<file path="src/rtl/mem_viewer_display.sv">
// Memory word viewer: debounced next/prev buttons walk an index, the addressed word is fetched
// and shown in hex on a multiplexed 7-segment display alongside the index (hex or decimal).
module mem_viewer_display #(
    parameter int MEM_DEPTH    = 17,
    parameter int DATA_W       = 16,
    parameter int NUM_DIGITS   = 8,
    parameter int REFRESH_DIV  = 2**17,
    parameter int DEBOUNCE_CYC = 2**16,
    parameter int REPEAT_DLY   = 2**25,
    parameter int REPEAT_PER   = 2**22,
    parameter int WRAP         = 0
) (
    input  logic                         clk,
    input  logic                         rst,
    input  logic                         btn_next,
    input  logic                         btn_prev,
    input  logic                         idx_dec,
    output logic                         rd_en,
    output logic [$clog2(MEM_DEPTH)-1:0] rd_addr,
    input  logic [DATA_W-1:0]            rd_data,
    input  logic                         rd_valid,
    output logic [6:0]                   seg,
    output logic                         dp,
    output logic [NUM_DIGITS-1:0]        an,
    output logic [$clog2(MEM_DEPTH)-1:0] index
);
    localparam int AW      = $clog2(MEM_DEPTH);
    localparam int VAL_DIG = DATA_W / 4;
    localparam int IDX_DIG = NUM_DIGITS - VAL_DIG;
    localparam int DW      = $clog2(NUM_DIGITS);
    localparam logic [AW-1:0] IDX_ONE  = 1;
    localparam logic [AW-1:0] IDX_LAST = AW'(MEM_DEPTH - 1);
    localparam logic [6:0] SEG_BLANK = 7'h7F;
    localparam logic [6:0] SEG_DASH  = 7'h3F;

    typedef enum logic [1:0] {S_IDLE, S_REQ, S_WAIT} state_t;

    function automatic logic [6:0] hex_glyph(input logic [3:0] n);
        case (n)
            4'h0: return 7'h40;
            4'h1: return 7'h79;
            4'h2: return 7'h24;
            4'h3: return 7'h30;
            4'h4: return 7'h19;
            4'h5: return 7'h12;
            4'h6: return 7'h02;
            4'h7: return 7'h78;
            4'h8: return 7'h00;
            4'h9: return 7'h10;
            4'hA: return 7'h08;
            4'hB: return 7'h03;
            4'hC: return 7'h46;
            4'hD: return 7'h21;
            4'hE: return 7'h06;
            default: return 7'h0E;
        endcase
    endfunction

    // Bit 0 = next, bit 1 = prev
    logic [1:0] btn_raw;
    logic [1:0] step_pulse;
    assign btn_raw = {btn_prev, btn_next};

    genvar gi;
    generate
        for (gi = 0; gi < 2; gi++) begin : g_btn
            logic        sync1_reg, sync2_reg, level_reg, level_d_reg;
            logic        rep_phase_reg, step_reg;
            logic [31:0] deb_cnt_reg, rep_cnt_reg;

            always_ff @(posedge clk or posedge rst) begin
                if (rst) begin
                    sync1_reg   <= 1'b0;
                    sync2_reg   <= 1'b0;
                    level_reg   <= 1'b0;
                    deb_cnt_reg <= '0;
                end else begin
                    sync1_reg <= btn_raw[gi];
                    sync2_reg <= sync1_reg;
                    if (sync2_reg != level_reg) begin
                        if (deb_cnt_reg == 32'(DEBOUNCE_CYC - 1)) begin
                            level_reg   <= sync2_reg;
                            deb_cnt_reg <= '0;
                        end else begin
                            deb_cnt_reg <= deb_cnt_reg + 32'd1;
                        end
                    end else begin
                        deb_cnt_reg <= '0;
                    end
                end
            end

            // Press steps once; after REPEAT_DLY of holding, repeat steps every REPEAT_PER
            always_ff @(posedge clk or posedge rst) begin
                if (rst) begin
                    level_d_reg   <= 1'b0;
                    rep_phase_reg <= 1'b0;
                    rep_cnt_reg   <= '0;
                    step_reg      <= 1'b0;
                end else begin
                    level_d_reg <= level_reg;
                    step_reg    <= 1'b0;
                    if (!level_reg) begin
                        rep_phase_reg <= 1'b0;
                        rep_cnt_reg   <= '0;
                    end else if (!level_d_reg) begin
                        step_reg      <= 1'b1;
                        rep_phase_reg <= 1'b0;
                        rep_cnt_reg   <= '0;
                    end else if (!rep_phase_reg) begin
                        if (rep_cnt_reg == 32'(REPEAT_DLY - 1)) begin
                            rep_phase_reg <= 1'b1;
                            rep_cnt_reg   <= '0;
                        end else begin
                            rep_cnt_reg <= rep_cnt_reg + 32'd1;
                        end
                    end else if (rep_cnt_reg == 32'(REPEAT_PER - 1)) begin
                        step_reg    <= 1'b1;
                        rep_cnt_reg <= '0;
                    end else begin
                        rep_cnt_reg <= rep_cnt_reg + 32'd1;
                    end
                end
            end

            assign step_pulse[gi] = step_reg;
        end
    endgenerate

    logic [AW-1:0] index_reg, index_next;
    logic          idx_chg;

    always_comb begin
        index_next = index_reg;
        if (step_pulse[0] && !step_pulse[1]) begin
            if (index_reg == IDX_LAST)
                index_next = (WRAP != 0) ? '0 : index_reg;
            else
                index_next = index_reg + IDX_ONE;
        end else if (step_pulse[1] && !step_pulse[0]) begin
            if (index_reg == '0)
                index_next = (WRAP != 0) ? IDX_LAST : index_reg;
            else
                index_next = index_reg - IDX_ONE;
        end
    end
    assign idx_chg = (index_next != index_reg);

    // Scan timing
    logic [31:0]   div_reg;
    logic [DW-1:0] digit_reg;
    logic          tick, frame_end;
    assign tick      = (div_reg == 32'(REFRESH_DIV - 1));
    assign frame_end = tick && (digit_reg == DW'(NUM_DIGITS - 1));

    always_ff @(posedge clk or posedge rst) begin
        if (rst) begin
            div_reg   <= '0;
            digit_reg <= '0;
        end else if (tick) begin
            div_reg   <= '0;
            digit_reg <= (digit_reg == DW'(NUM_DIGITS - 1)) ? '0 : digit_reg + DW'(1);
        end else begin
            div_reg <= div_reg + 32'd1;
        end
    end

    state_t              state_reg, state_next;
    logic                init_reg, init_next;
    logic                pending_reg, pending_next;
    logic [DATA_W-1:0]   value_reg, value_next;

    always_comb begin
        state_next   = state_reg;
        init_next    = init_reg;
        pending_next = pending_reg;
        value_next   = value_reg;
        case (state_reg)
            S_IDLE: begin
                if (init_reg || idx_chg || frame_end) begin
                    state_next = S_REQ;
                    init_next  = 1'b0;
                end
            end
            S_REQ: begin
                state_next   = S_WAIT;
                pending_next = idx_chg;
            end
            S_WAIT: begin
                if (rd_valid) begin
                    value_next = rd_data;
                    if (pending_reg || idx_chg) begin
                        state_next   = S_REQ;
                        pending_next = 1'b0;
                    end else begin
                        state_next = S_IDLE;
                    end
                end else if (idx_chg) begin
                    pending_next = 1'b1;
                end
            end
            default: state_next = S_IDLE;
        endcase
    end

    always_ff @(posedge clk or posedge rst) begin
        if (rst) begin
            state_reg   <= S_IDLE;
            init_reg    <= 1'b1;
            pending_reg <= 1'b0;
            value_reg   <= '0;
            index_reg   <= '0;
        end else begin
            state_reg   <= state_next;
            init_reg    <= init_next;
            pending_reg <= pending_next;
            value_reg   <= value_next;
            index_reg   <= index_next;
        end
    end

    assign rd_en   = (state_reg == S_REQ);
    assign rd_addr = index_reg;
    assign index   = index_reg;

    // Index field as 8 nibbles: BCD via double-dabble or plain hex
    logic [31:0] idx_bcd, idx_rep;
    logic        idx_ovf;

    always_comb begin
        idx_bcd = '0;
        for (int i = AW - 1; i >= 0; i--) begin
            for (int d = 0; d < 8; d++) begin
                if (idx_bcd[4*d +: 4] >= 4'd5)
                    idx_bcd[4*d +: 4] = idx_bcd[4*d +: 4] + 4'd3;
            end
            idx_bcd = {idx_bcd[30:0], index_reg[i]};
        end
    end

    assign idx_rep = idx_dec ? idx_bcd : 32'(index_reg);
    assign idx_ovf = ((idx_rep >> (4 * IDX_DIG)) != 32'd0);

    logic [IDX_DIG-1:0] idx_blank;
    logic [6:0]         glyph [NUM_DIGITS];

    generate
        for (gi = 0; gi < IDX_DIG; gi++) begin : g_blank
            if (gi == 0) begin : g_keep
                assign idx_blank[gi] = 1'b0;
            end else begin : g_lead
                assign idx_blank[gi] = ((idx_rep >> (4 * gi)) == 32'd0);
            end
        end
        for (gi = 0; gi < NUM_DIGITS; gi++) begin : g_glyph
            if (gi < VAL_DIG) begin : g_val
                assign glyph[gi] = hex_glyph(value_reg[4*gi +: 4]);
            end else begin : g_idx
                assign glyph[gi] = idx_ovf ? SEG_DASH :
                                   idx_blank[gi-VAL_DIG] ? SEG_BLANK :
                                   hex_glyph(idx_rep[4*(gi-VAL_DIG) +: 4]);
            end
        end
    endgenerate

    // an, seg and dp all load on the same edge so a digit never shows its neighbour's pattern
    always_ff @(posedge clk or posedge rst) begin
        if (rst) begin
            an  <= '1;
            seg <= SEG_BLANK;
            dp  <= 1'b1;
        end else begin
            an  <= ~(NUM_DIGITS'(1) << digit_reg);
            seg <= glyph[digit_reg];
            dp  <= (digit_reg == DW'(VAL_DIG)) ? 1'b0 : 1'b1;
        end
    end

endmodule

</file>
<file path="config.mk">
export PLATFORM = sky130hd
export DESIGN_NAME = mem_viewer_display
export DESIGN_NICKNAME = d
export VERILOG_FILES = /design/src/rtl/mem_viewer_display.sv
export SDC_FILE = /design/constraint.sdc
export NUM_CORES = 1
export LEC_CHECK = 0
export BUFFER_PORTS_ARGS = -buffer_cell sky130_fd_sc_hd__buf_2
export CORE_ASPECT_RATIO = 1.5
export CORE_MARGIN = 2
export CORE_UTILIZATION = 47
export CTS_CLUSTER_DIAMETER = 150
export DETAILED_ROUTE_END_ITERATION = 10
export SLEW_MARGIN = 20
export SYNTH_ARGS = -nofsm -noshare
export SYNTH_HDL_FRONTEND = slang
export SYNTH_SLANG_ARGS = --single-unit
</file>
<file path="constraint.sdc">
create_clock -name clk -period 14.8 [get_ports clk]
set_clock_uncertainty 0.1 [all_clocks]
set_input_delay 2.22 -clock clk [delete_from_list [all_inputs] [get_ports clk]]
set_output_delay 2.22 -clock clk [all_outputs]
set_load 0.02 [all_outputs]
</file>
# After elaboration in Yosys (flattened, before gate mapping)
# Memory sizes are Yosys's and may differ from the RTL's.
# Cells that the tools add are included.
dict set report totals {
  elab_cells 148
  regBits 216
  in_bits 22
  memories 8
  mem_bits_ro 896
}
dict set report op_classes {
  n_shift 1
  n_lt_le_gt_ge 3
  bitwise_logic 2
  addsub 10
  mux 58
  n_eq_ne 19
  n_reduce_logical 21
}
# name words width rd rd_ports_with_merged_regs wr line
set memory_table {}
lappend memory_table {{(name not given)} 16 7 1 0 0 39} ;# case (n)
lappend memory_table {{(name not given)} 16 7 1 0 0 39}
lappend memory_table {{(name not given)} 16 7 1 0 0 39}
lappend memory_table {{(name not given)} 16 7 1 0 0 39}
lappend memory_table {{(name not given)} 16 7 1 0 0 39}
lappend memory_table {{(name not given)} 16 7 1 0 0 39}
lappend memory_table {{+2 memories} n/a n/a n/a n/a n/a n/a}
# cell count
set op_table {}
lappend op_table {{2-to-1 mux 32 bit} 15}
lappend op_table {{adder 32 x 1 -> 32 bit (second input constant)} 5}
lappend op_table {{== test 32 x 16 -> 1 bit (second input constant)} 2}
lappend op_table {{== test 32 x 22 -> 1 bit (second input constant)} 2}
lappend op_table {{== test 32 x 25 -> 1 bit (second input constant)} 2}
lappend op_table {{logical NOT 32 bit (first input constant)} 2}
lappend op_table {{2-to-1 mux 7 bit} 9}
lappend op_table {{== test 32 x 17 -> 1 bit (second input constant)} 1}
lappend op_table {{logical NOT 32 bit} 1}
lappend op_table {{nonzero test 32 bit (first input constant)} 1}
lappend op_table {{binary-select mux 7 bit (select 3 bit)} 1}
lappend op_table {{2-to-1 mux 1 bit} 21}
lappend op_table {{2-to-1 mux 5 bit} 4}
lappend op_table {{AND reduction 2 bit} 5}
lappend op_table {{2-to-1 mux 4 bit} 2}
lappend op_table {{NOT 8 bit} 1}
lappend op_table {{left shift 1 x 3 -> 8 bit (first input constant)} 1}
lappend op_table {{== test 3 bit (second input constant)} 2}
lappend op_table {{2-to-1 mux 6 bit} 1}
lappend op_table {{inequality test 3 bit (second input constant)} 2}
lappend op_table {{one-hot mux 2 bit (3 select lines)} 1}
lappend op_table {{adder 5 x 1 -> 5 bit (second input constant)} 1}
lappend op_table {{== test 5 bit (second input constant)} 1}
lappend op_table {{logical NOT 5 bit} 1}
lappend op_table {{other kinds (22)} 30}

# Depth between registers and ports, before layout
dict set report logic_depth {
  word_depth 11
  ltp_mapped 13
  mapped_depth_nobuf 12
}

# Worst setup path after synthesis
# OpenSTA, ideal clock, no wires.
dict set report synth_path {
  path_type {input-to-reg}
  from {in idx_dec}
  to {reg seg[3]}
  n_path_buf 1
  t_arrival_ns 3.720
  required_ns 14.611
  slack_ns 10.890
  cell_stages 7
  setup_time_ns 0.089
  path_cell_list {clkbuf_1 > and4_1 > o22ai_2 > ha_1 > a211oi_1 > a311o_1 > a211oi_1}
}
dict set report synth_via {
  elab_chain_len 7
  elab_cells_between_ends 10
}
# element line
set synth_lines {}
lappend synth_lines {{start: declaration} 17} ;# input logic idx_dec,
lappend synth_lines {{2-to-1 mux 6 bit (*)} 241} ;# assign idx_rep = idx_dec ? idx_bcd : 32'(index_reg);
lappend synth_lines {{memory (16 x 7 bit) / logical NOT 32 bit (equally long branches)} n/a}
lappend synth_lines {{2-to-1 mux 7 bit} 260} ;# idx_blank[gi-VAL_DIG] ? SEG_BLANK :
lappend synth_lines {{2-to-1 mux 7 bit} 259} ;# assign glyph[gi] = idx_ovf ? SEG_DASH :
lappend synth_lines {{binary-select mux 7 bit (select 3 bit) (*)} 274} ;# seg <= glyph[digit_reg];
lappend synth_lines {{2-to-1 mux 7 bit (implied by the code) (*) (2 in a row)} 274}
lappend synth_lines {{end signal: assignment} 274}
lappend synth_lines {{end: declaration} 22} ;# output logic [6:0] seg,
# Mark *: on every way between the ends. The rest lies on a longest branch, timed or not. The select of a mux whose other input is x is not followed.
# A chain may end at the register's enable or synchronous reset.

# Final worst setup path
dict set report layout_path {
  from {reg index_reg[4], in the netlist index[4]}
  to {out index[4]}
}
# element line
set layout_rtl {}
lappend layout_rtl {{start: declaration} 130} ;# logic [AW-1:0] index_reg, index_next;
lappend layout_rtl {{start signal: assignment} 218} ;# index_reg <= index_next;
lappend layout_rtl {{end: declaration} 25} ;# output logic [$clog2(MEM_DEPTH)-1:0] index
# No word-level cell between the ends.

==> reports/metrics.csv <==
metric;value;unit
pwr_density_cell;90.9;nW/µm²
cts_tree;yes;
finalSetupViolCount;0;
initial_core_util;47.9;%
drt-initial-drc-count;490;
synth_xor_area_share;11.3;%
cp.buffers_inverters;1;
crit_slowest_cell;dfrtp_1;
cts_root_buf;clkbuf_16;
htreeDepth;1;
die_area;26200;µm²
path_cells;buf_2;
synth_top_family_by_area;simple AND/OR/NAND/NOR gates;
synthSimpleGateAreaFrac;21.9;%
dr_total_vias;8529;
std_cell_rows;70;
first_pass_iters;5;
num-nets-final;1312;
end_kind;output port;
placed_cell_area;12200;µm²
yosys.area.top_type;dfrtp_1;
hpwl;15900;µm
syn_inst;1213;
post-route-drc-count;0;
max_freq;0.259;GHz
wire_per_inst;14.8;µm
antenna_found_initial;0;
timing.hold.worst.class;register to register;
synth_compound_area_share;7.84;%
final_cell_count_no_fill;1581;
gp_congestion;0.880;
grt_pass1_wl;40200;µm
synth-seq-cells;215;
dp_cells;1541;
portBuffers;48;
fin_tns_setup;0;ns
crit_type;register to output port;
final_cell_area;12900;µm²
start_kind;register;
path_delay_family;flip-flops;
synth-edff-count;0;
irDropWorstVdd;68.7;µV
drt_wl_total;23400;µm
tightest_slew;0.999;ns
synth_fp_nets;1284;
synth_area_leaders;dfrtp_1 (43%), xnor2_1 (6.1%), nor2_1 (5.8%);
grt_usage;18.2;%
slew_viol_final;0;
fin_crit_sh;26.1;%
fin_hold_ws;0.252;ns
relSlewSlack;33.4;%
grt_max_degree;134;
cts_sinks;215;
final-hold-violation-count;0;
post_cts.repair.setup_buffers;0;
numCtsBuffers;22;
avgSynthCellArea;9.66;µm²
path_clk_slew;0.06;ns
coreArea;24400;µm²
yosys.area_share.adder;5.23;%
ioPinCount;49;
diodes;0;
syn2layout_area_growth;10.1;%
grt_pass1_vias;8344;
finalCriticalPeriod;3.87;ns
cap_violations;0;
rsz0062_at_grt;false;
die_w;133;µm
synthArstFlopShare;100;%
cp.required;12.48;ns
fillCellCount;2172;
via_per_inst;5.39;
hold_buffers;0;
yosysTopAreaCellShare;42.5;%
yosys_warnings;0;
fin_util;52.8;%
outcome;finished, final reports clean;
gr-total-overflow;0;
synth_ff_type;dfrtp_1;
path_max_fanout;18;
muxShareOfSynthArea;3.86;%
cp.arrival;1.55;ns
die-height;197;µm
final_antenna_net_count;0;
drive_above_1_share;12.0;%
netlist-cell-type-count;74;
leakage;5.39;nW
insertion_delay;0.53;ns
syn_area;11700;µm²
max_stage_delay;0.76;ns
clock_path_buffers;3;
ys_seq_area_share;46.1;%
cts_resized;0;
-- area by class of cell --
type                            instances  area, µm²  share of cell area (%)
Clock buffer                           24        578                    4.48
Clock inverter                         16        153                    1.18
Inverter                               55        214                    1.66
Multi-Input combinational cell        896       5880                    45.6
Sequential cell                       215       5400                    41.9
Tap cell                              324        405                    3.14
Timing Repair Buffer                   51        267                    2.07
-- metal layers --
metal  vias up  track usage [%]  share of wire, %
met5         -                0                 0
met4         0             6.13               2.8
met3        36             2.23               3.4
met2       137             32.8                51
met1      4106             22.7                42
li1       4250                -                 -
-- worst reg2reg max path: cells and delay by family, from the launching register on --
family,cells,cell delay (ns)
AO/OA/AOI/OAI,5,1.28
XOR/XNOR,1,0.19
adder cells (fa/ha/maj),3,0.75
buffers and inverters,1,0.16
flip-flops,1,0.59
AND/OR/NAND/NOR,2,0.45
-- synthesized netlist by cell type, types with 6 or more instances --
| cell type | instances |
|---|---|
| nand3_1 | 61 |
| xor2_1 | 70 |
| nand2b_1 | 10 |
| clkbuf_1 | 25 |
| inv_1 | 53 |
| nor4_1 | 21 |
| a211oi_1 | 6 |
| ha_1 | 49 |
| nor2_1 | 182 |
| xnor2_1 | 81 |
| or3_1 | 12 |
| dfstp_2 | 16 |
| and3_1 | 23 |
| dfrtp_1 | 199 |
| buf_2 | 11 |
| nand4_1 | 37 |
| o21ai_0 | 29 |
| nand2_1 | 90 |
| nor3_1 | 38 |
| and4_1 | 13 |
| a21oi_1 | 30 |
| nor2b_1 | 12 |
| mux4_2 | 6 |
| buf_4 | 9 |
| o211ai_1 | 10 |
| mux2i_1 | 8 |
| mux2_2 | 19 |
| a32oi_1 | 7 |
-- per-stage QoR --
step,power [W],setup WS (ns)
floorplan,0.000617,6.63
global placement,0.000625,10.53
detailed placement,0.000625,10.52
CTS,0.00119,10.92
global route,0.00122,10.88
finish,0.00117,10.93
-- cells by family (layout without fill, tap and decap cells) --
family / after synthesis / after routing
compound gates: 135 / 135
xor+xnor: 151 / 151
fa+ha+maj: 49 / 49
buf+inv: 102 / 146
flops: 215 / 215
mux: 35 / 35
simple gates: 526 / 526
-- power breakdown --
| part | switching, W | internal [W] |
|---|---|---|
| logic | 0.0000171 | 0.00000476 |
| clock network | 0.000239 | 0.000320 |
| registers | 0.00000163 | 0.000590 |
-- cells in the final DEF (no fill, tap or decap), types with 19 or more instances in the layout --
cell type,instances
and3_1,23
nand2_1,90
nand3_1,61
nand4_1,37
mux2_2,19
dfrtp_1,199
a21oi_1,30
o21ai_0,29
inv_1,52
xor2_1,70
nor4_1,21
clkbuf_16,22
xnor2_1,81
ha_1,49
nor3_1,38
nor2_1,182
buf_2,48
-- final timing paths --
| kind | depth (start not counted) | startpoint | endpoint | slack [ns] |
|---|---|---|---|---|
| min | 0 | g_btn[1].sync1_reg$_DFF_PP0_ | g_btn[1].sync2_reg$_DFF_PP0_ | 0.25 |
| max in group asynchronous | 3 | rst | g_btn[1].rep_cnt_reg[27]$_DFF_PP0_ | 11.55 |
| max reg2reg | 12 | index[3]$_DFF_PP0_ | seg[3]$_DFF_PP1_ | 11.23 |
| min in group asynchronous | 2 | rst | g_btn[1].sync1_reg$_DFF_PP0_ | 1.78 |
| min reg2reg | 0 | g_btn[1].sync1_reg$_DFF_PP0_ | g_btn[1].sync2_reg$_DFF_PP0_ | 0.25 |
| max | 1 | index[4]$_DFF_PP0_ | index[4] | 10.93 |
Note: power is estimated with default switching activity, not from simulation.
